## src/rtl/touch_emu_pkg.sv

```systemverilog
// Shared state encoding, channel codes and command-byte layout for the
// touch ADC emulator.
`timescale 1ns/1ps
package touch_emu_pkg;

    typedef enum logic [1:0] {
        ST_IDLE,
        ST_CMD,
        ST_BUSY,
        ST_DATA
    } emu_state_t;

    localparam logic [2:0] CH_X  = 3'b101;
    localparam logic [2:0] CH_Y  = 3'b001;
    localparam logic [2:0] CH_Z1 = 3'b011;
    localparam logic [2:0] CH_Z2 = 3'b100;

    localparam int unsigned CMD_START = 7;
    localparam int unsigned CMD_A_HI  = 6;
    localparam int unsigned CMD_A_LO  = 4;
    localparam int unsigned CMD_MODE  = 3;
    localparam int unsigned CMD_SER   = 2;
    localparam int unsigned CMD_PD_HI = 1;
    localparam int unsigned CMD_PD_LO = 0;

    // PD1:PD0 = 11 keeps the panel biased, which masks the pen interrupt.
    function automatic logic pd_allows_irq(input logic [7:0] cmd);
        return cmd[CMD_PD_HI:CMD_PD_LO] != 2'b11;
    endfunction

endpackage

```

## src/rtl/touch_adc_emulator_sync_edge.sv

```systemverilog
// Multi-flop synchronizer (touch_sync) and a synchronizer with one-cycle
// rise/fall pulses on the synchronized level (touch_sync_edge).
`timescale 1ns/1ps
module touch_sync #(
    parameter int unsigned STAGES  = 2,
    parameter logic        RST_VAL = 1'b0
) (
    input  logic clk,
    input  logic rst_n,
    input  logic i_d,
    output logic o_q
);

    logic [STAGES-1:0] r_sync;

    always_ff @(posedge clk or negedge rst_n) begin
        if (!rst_n) begin
            r_sync <= {STAGES{RST_VAL}};
        end else begin
            r_sync <= (r_sync << 1) | STAGES'(i_d);
        end
    end

    assign o_q = r_sync[STAGES-1];

endmodule

module touch_sync_edge #(
    parameter int unsigned STAGES  = 2,
    parameter logic        RST_VAL = 1'b0
) (
    input  logic clk,
    input  logic rst_n,
    input  logic i_d,
    output logic o_q,
    output logic o_rise,
    output logic o_fall
);

    logic w_q;
    logic r_prev;

    touch_sync #(
        .STAGES  (STAGES),
        .RST_VAL (RST_VAL)
    ) u_sync (
        .clk   (clk),
        .rst_n (rst_n),
        .i_d   (i_d),
        .o_q   (w_q)
    );

    always_ff @(posedge clk or negedge rst_n) begin
        if (!rst_n) begin
            r_prev <= RST_VAL;
        end else begin
            r_prev <= w_q;
        end
    end

    assign o_q    = w_q;
    assign o_rise = w_q & ~r_prev;
    assign o_fall = ~w_q & r_prev;

endmodule

```

## src/rtl/touch_adc_emulator.sv

```systemverilog
// SPI responder emulating a resistive-touch ADC; results come from register inputs.
// Optional pen-interrupt output enabled with `define TOUCH_EMU_PENIRQ_EN.
`timescale 1ns/1ps
module touch_adc_emulator
    import touch_emu_pkg::*;
#(
    parameter int unsigned       DATA_W      = 12,
    parameter int unsigned       SYNC_STAGES = 2,
    parameter logic [DATA_W-1:0] PEN_THRESH  = 12'd256
) (
    input  logic              cclk,
    input  logic              rstb,
    input  logic              touch_clk,
    input  logic              touch_csb,
    input  logic              touch_data_in,
    output logic              touch_busy,
    output logic              touch_data_out,
    input  logic [DATA_W-1:0] x_val,
    input  logic [DATA_W-1:0] y_val,
    input  logic [DATA_W-1:0] z1_val,
    input  logic [DATA_W-1:0] z2_val,
    output logic              cmd_strobe,
    output logic [7:0]        last_cmd
`ifdef TOUCH_EMU_PENIRQ_EN
    ,
    output logic              touch_penirq_n
`endif
);

    localparam int unsigned CNT_W = (DATA_W > 8) ? $clog2(DATA_W + 1) : 4;

    logic w_dclk_rise;
    logic w_dclk_fall;
    logic w_dclk_unused;
    logic w_csb;
    logic w_din;

    touch_sync_edge #(
        .STAGES  (SYNC_STAGES),
        .RST_VAL (1'b0)
    ) u_sync_dclk (
        .clk    (cclk),
        .rst_n  (rstb),
        .i_d    (touch_clk),
        .o_q    (w_dclk_unused),
        .o_rise (w_dclk_rise),
        .o_fall (w_dclk_fall)
    );

    touch_sync #(
        .STAGES  (SYNC_STAGES),
        .RST_VAL (1'b1)
    ) u_sync_csb (
        .clk   (cclk),
        .rst_n (rstb),
        .i_d   (touch_csb),
        .o_q   (w_csb)
    );

    touch_sync #(
        .STAGES  (SYNC_STAGES),
        .RST_VAL (1'b0)
    ) u_sync_din (
        .clk   (cclk),
        .rst_n (rstb),
        .i_d   (touch_data_in),
        .o_q   (w_din)
    );

    emu_state_t        r_state;
    logic [6:0]        r_cmd;
    logic [CNT_W-1:0]  r_cnt;
    logic [DATA_W-1:0] r_snap;
    logic              r_mode8;
    logic              r_busy;
    logic              r_dout;
    logic              r_strobe;
    logic [7:0]        r_last_cmd;

    logic [7:0]        w_cmd_next;
    logic [DATA_W-1:0] w_sel;
    logic [CNT_W-1:0]  w_nbits;

    assign w_cmd_next = {r_cmd, w_din};
    assign w_nbits    = r_mode8 ? CNT_W'(8) : CNT_W'(DATA_W);

    always_comb begin
        w_sel = '0;
        case (w_cmd_next[CMD_A_HI:CMD_A_LO])
            CH_X:    w_sel = x_val;
            CH_Y:    w_sel = y_val;
            CH_Z1:   w_sel = z1_val;
            CH_Z2:   w_sel = z2_val;
            default: w_sel = '0;
        endcase
    end

    // Deselect has priority over any DCLK edge seen in the same cycle.
    always_ff @(posedge cclk or negedge rstb) begin
        if (!rstb) begin
            r_state    <= ST_IDLE;
            r_cmd      <= '0;
            r_cnt      <= '0;
            r_snap     <= '0;
            r_mode8    <= 1'b0;
            r_busy     <= 1'b0;
            r_dout     <= 1'b0;
            r_strobe   <= 1'b0;
            r_last_cmd <= '0;
        end else begin
            r_strobe <= 1'b0;
            if (w_csb) begin
                r_state <= ST_IDLE;
                r_busy  <= 1'b0;
                r_dout  <= 1'b0;
                r_cnt   <= '0;
                r_cmd   <= '0;
            end else begin
                case (r_state)
                    ST_IDLE: begin
                        if (w_dclk_rise && w_din) begin
                            r_cmd   <= 7'd1;
                            r_cnt   <= CNT_W'(1);
                            r_state <= ST_CMD;
                        end
                    end
                    ST_CMD: begin
                        if (w_dclk_rise) begin
                            r_cmd <= w_cmd_next[6:0];
                            if (r_cnt == CNT_W'(7)) begin
                                r_last_cmd <= w_cmd_next;
                                r_strobe   <= 1'b1;
                                r_snap     <= w_sel;
                                r_mode8    <= w_cmd_next[CMD_MODE];
                                r_cnt      <= '0;
                                r_state    <= ST_BUSY;
                            end else begin
                                r_cnt <= r_cnt + 1'b1;
                            end
                        end
                    end
                    ST_BUSY: begin
                        if (w_dclk_fall) begin
                            if (!r_busy) begin
                                r_busy <= 1'b1;
                            end else begin
                                r_busy  <= 1'b0;
                                r_dout  <= r_snap[DATA_W-1];
                                r_snap  <= r_snap << 1;
                                r_cnt   <= CNT_W'(1);
                                r_state <= ST_DATA;
                            end
                        end
                    end
                    ST_DATA: begin
                        // r_cnt counts bits already presented on DOUT.
                        if (w_dclk_fall) begin
                            if (r_cnt == w_nbits) begin
                                r_dout  <= 1'b0;
                                r_cnt   <= '0;
                                r_state <= ST_IDLE;
                            end else begin
                                r_dout <= r_snap[DATA_W-1];
                                r_snap <= r_snap << 1;
                                r_cnt  <= r_cnt + 1'b1;
                            end
                        end
                    end
                    default: r_state <= ST_IDLE;
                endcase
            end
        end
    end

    assign touch_busy     = r_busy;
    assign touch_data_out = r_dout;
    assign cmd_strobe     = r_strobe;
    assign last_cmd       = r_last_cmd;

`ifdef TOUCH_EMU_PENIRQ_EN
    logic r_penirq_n;

    always_ff @(posedge cclk or negedge rstb) begin
        if (!rstb) begin
            r_penirq_n <= 1'b1;
        end else begin
            r_penirq_n <= !((r_state == ST_IDLE) && (z1_val > PEN_THRESH)
                            && pd_allows_irq(r_last_cmd));
        end
    end

    assign touch_penirq_n = r_penirq_n;
`endif

endmodule

```

## config.mk

```make
export PLATFORM = sky130hd
export DESIGN_NAME = touch_adc_emulator
export DESIGN_NICKNAME = d
export VERILOG_FILES = /design/src/rtl/touch_emu_pkg.sv /design/src/rtl/touch_adc_emulator_sync_edge.sv /design/src/rtl/touch_adc_emulator.sv
export SDC_FILE = /design/constraint.sdc
export NUM_CORES = 1
export LEC_CHECK = 0
export BUFFER_PORTS_ARGS = -buffer_cell sky130_fd_sc_hd__buf_4
export CAP_MARGIN = 10
export CORE_MARGIN = 10
export CORE_UTILIZATION = 52
export CTS_CLUSTER_DIAMETER = 80
export DETAILED_ROUTE_END_ITERATION = 8
export HOLD_SLACK_MARGIN = 0.12
export MAX_ROUTING_LAYER = met4
export PLACE_DENSITY = 0.79
export REMOVE_ABC_BUFFERS = 1
export SLEW_MARGIN = 30
export SYNTH_ARGS = -nofsm -noshare
export SYNTH_HDL_FRONTEND = slang
export SYNTH_SLANG_ARGS = --single-unit
```

## constraint.sdc

```tcl
create_clock -name cclk -period 2.6 [get_ports cclk]
set_clock_uncertainty 0.05 [all_clocks]
set_input_delay 0.26 -clock cclk [delete_from_list [all_inputs] [get_ports cclk]]
set_output_delay 0.26 -clock cclk [all_outputs]
set_load 0.01 [all_outputs]
```

==> results.ini <==
[yosys]
synth_edf_count=0
synth_top_area_share_pct=42.9
syn_area_per_cell_um2=9.71
synth_top_cell_by_area=dfrtp_1
synthTopCellsByArea=dfrtp_1 (43%), mux2i_1 (16%), nand2_1 (6.6%)
synth_cell_types=41
async_flop_share_pct=100
postSynthCellCount=246
ys_seq_area_share_pct=45.1
synthFlopType=dfrtp_1
yosys_warnings=0
netlist_area_mm2=0.00239
synth.ff_latch_count=43
synth_commonest_cells=nand2_1 (42), dfrtp_1 (41), mux2i_1 (38)
synth.most_common_cell=nand2_1

[global_route]
grt_max_degree=44
grt_busiest_layer=met2
grt_overflow=0
met2_usage_pct=22.1
grt_pass1_vias=1953
grt_first_pass_wirelength_um=8630
grtUsageTotal_pct=13.9
grtUsageMet1_pct=16.9
use_met3_pct=4.64
antenna_found_initial=0

[clock_network]
post-cts-setup-buffers=0
cts_tree=done
cts_buffer_depth=2
insertion_delay_ns=0.31
ctsHoldBuffers=4
htree_num_levels=2
clkSinkCount=43
cts-root-buf=clkbuf_8
cts_resized=0
clkTransAtPathRegs_ns=0.08
cts_made_buffers=5

[critical_path]
cp-end-kind=register
r2r_setup_slack_ns=0.36
required_ns=2.77
path_max_fanout=12
arrival_ns=2.41
reg2reg_to=r_snap[9]
start_kind=register
rr_worst_depth=8
cp_slowest_cell=dfrtp_1
crit_chain=inv_1 -> ha_1 -> nor2b_1 -> a21oi_2 -> o211ai_2 -> a2111oi_4 -> buf_4 -> mux2i_1
crit_path_max_incr_delay_ns=0.38
worst-path-buf-inv=2
path_class=reg2reg
critical_path.top_delay_family=compound AO/OA/AOI/OAI gates
r2r-start=r_state[0]

[job]
drv_cap=0

[power]
powerDensity_mw_per_mm2=625
ir_drop_mv=0.347
leakage_nw=1.35

[die]
rows=24
coreArea_mm2=0.00441
die-area_mm2=0.00771
die_h_um=87.8
start_util_pct=54.1
io_pins=64
die_w_um=87.8

[placement]
dp_hpwl_um=3990
portBuffers=63
gp_congestion=0.828
pre_cts_ws_ns=0.402

[timing]
worst_pin_slew_ns=0.822
worst_slack_ns=0.360
period_share_pct=86.2
fin_crit_ns=2.24
max_slew_margin_pct=45.2
finalHoldViolations=0
max_freq_ghz=0.446
tns_ns=0
rsz0062_at_grt=no
drv_slew=0
finalSetupViolCount=0

[final_layout]
num_antenna_cells=0
nets=368
syn2layout_area_growth_pct=26.3
drive_gt1_share_pct=27.4
final_core_util_pct=68.4

[run_status]
status=complete, no violations

[detailed_routing]
route.detailed.drc=0
viasPerCell=5.44
antenna_left=0
wl_per_cell_um=14.5
drtPass1Iterations=4
vias=1968
wl_um=5240
initialDrtViolationCount=74

[hold_path]
hold_end=u_sync_dclk.u_sync.r_sync[1]
holdCritStartpoint=u_sync_dclk.u_sync.r_sync[0]
hold_depth=0
hp-class=reg2reg

## flip-flops by register name, indices dropped and copies added (netlist names)
signal and cells:
u_sync_dclk.u_sync.r_sync 2, r_cnt 4, r_cmd 7, last_cmd 8, u_sync_dclk.r_prev 1, touch_busy 1, r_snap 12, cmd_strobe 1
u_sync_csb.r_sync 2, u_sync_din.r_sync 2, touch_data_out 1, r_state 2
## stage by stage
stage / hold WS, ns / power (mW) / cell area [um^2] / instances
after CTS: 0.310 / 1.90 / 3020 / 362
after global routing: 0.314 / 2.01 / 3020 / 362
final: 0.308 / 1.89 / 3020 / 362
after detailed placement: 0.228 / 1.46 / 2890 / 350
after floorplan: -0.0856 / 1.27 / 2320 / 231
after global placement: 0.225 / 1.43 / 2890 / 350
## metal layers
layer,share of wire (%),wire [um]
met1,45,2340
met2,48,2530
met3,6.3,329
met4,0.73,38
met5,0,0
## report_power, final
group          internal [mW]  switching, mW
registers              0.788         0.0789
clock network          0.192          0.241
logic                  0.271          0.316
total                   1.25          0.636
## final cells by class
cell class,instances,area (um^2)
timing repair buffer,71,543
sequential,43,1080
clock buffer,5,68.8
tap,52,65.1
clock inverter,3,23.8
fill,360,1400
multi-input combinational,170,1170
inverter,18,67.6
## logic make-up (layout without fill, tap and decap cells)
group	count (synthesis)	count (layout)	synth area share [%]
AO/OA/AOI/OAI	53	53	15.5
XOR/XNOR	3	3	1.10
adder cells (fa/ha/maj)	6	6	3.14
buffers and inverters	33	97	5.81
flip-flops	43	43	45.1
multiplexers	38	38	15.9
AND/OR/NAND/NOR	70	70	13.4
## worst max-delay path by stage
stage	slack [ns]	end	cells after the start	from
after detailed placement	0.40	r_snap[5]	8	r_state[0]
after global placement	0.51	r_snap[3]	8	r_state[0]
final	0.36	r_snap[9]	8	r_state[0]
after global routing	0.20	r_cmd[6]	6	r_state[0]
after CTS	0.35	r_snap[9]	8	r_state[0]
after floorplan	0.28	r_snap[0]	7	r_state[0]
## layout by cell type, fill, tap and decap left out, types with 2 or more instances in the layout
cell type      synthesis  final
dfrtp_1               41     41
a21o_1                 2      2
buf_4                  1     67
o221ai_1              11     11
o22ai_1                2      2
nor2_1                11     11
clkbuf_8               0      5
nor2b_1                4      4
a21oi_1                6      6
ha_1                   6      6
xnor2_1                2      2
nand3_1                2      2
o21ai_0               21     21
nand2_1               42     42
inv_1                 17     17
nand2b_1               3      3
dfstp_2                2      2
mux2i_1               38     38
dlygate4sd3_1          0      4
clkinvlp_4             0      2
No activity file was read; power rests on OpenSTA's default activity.
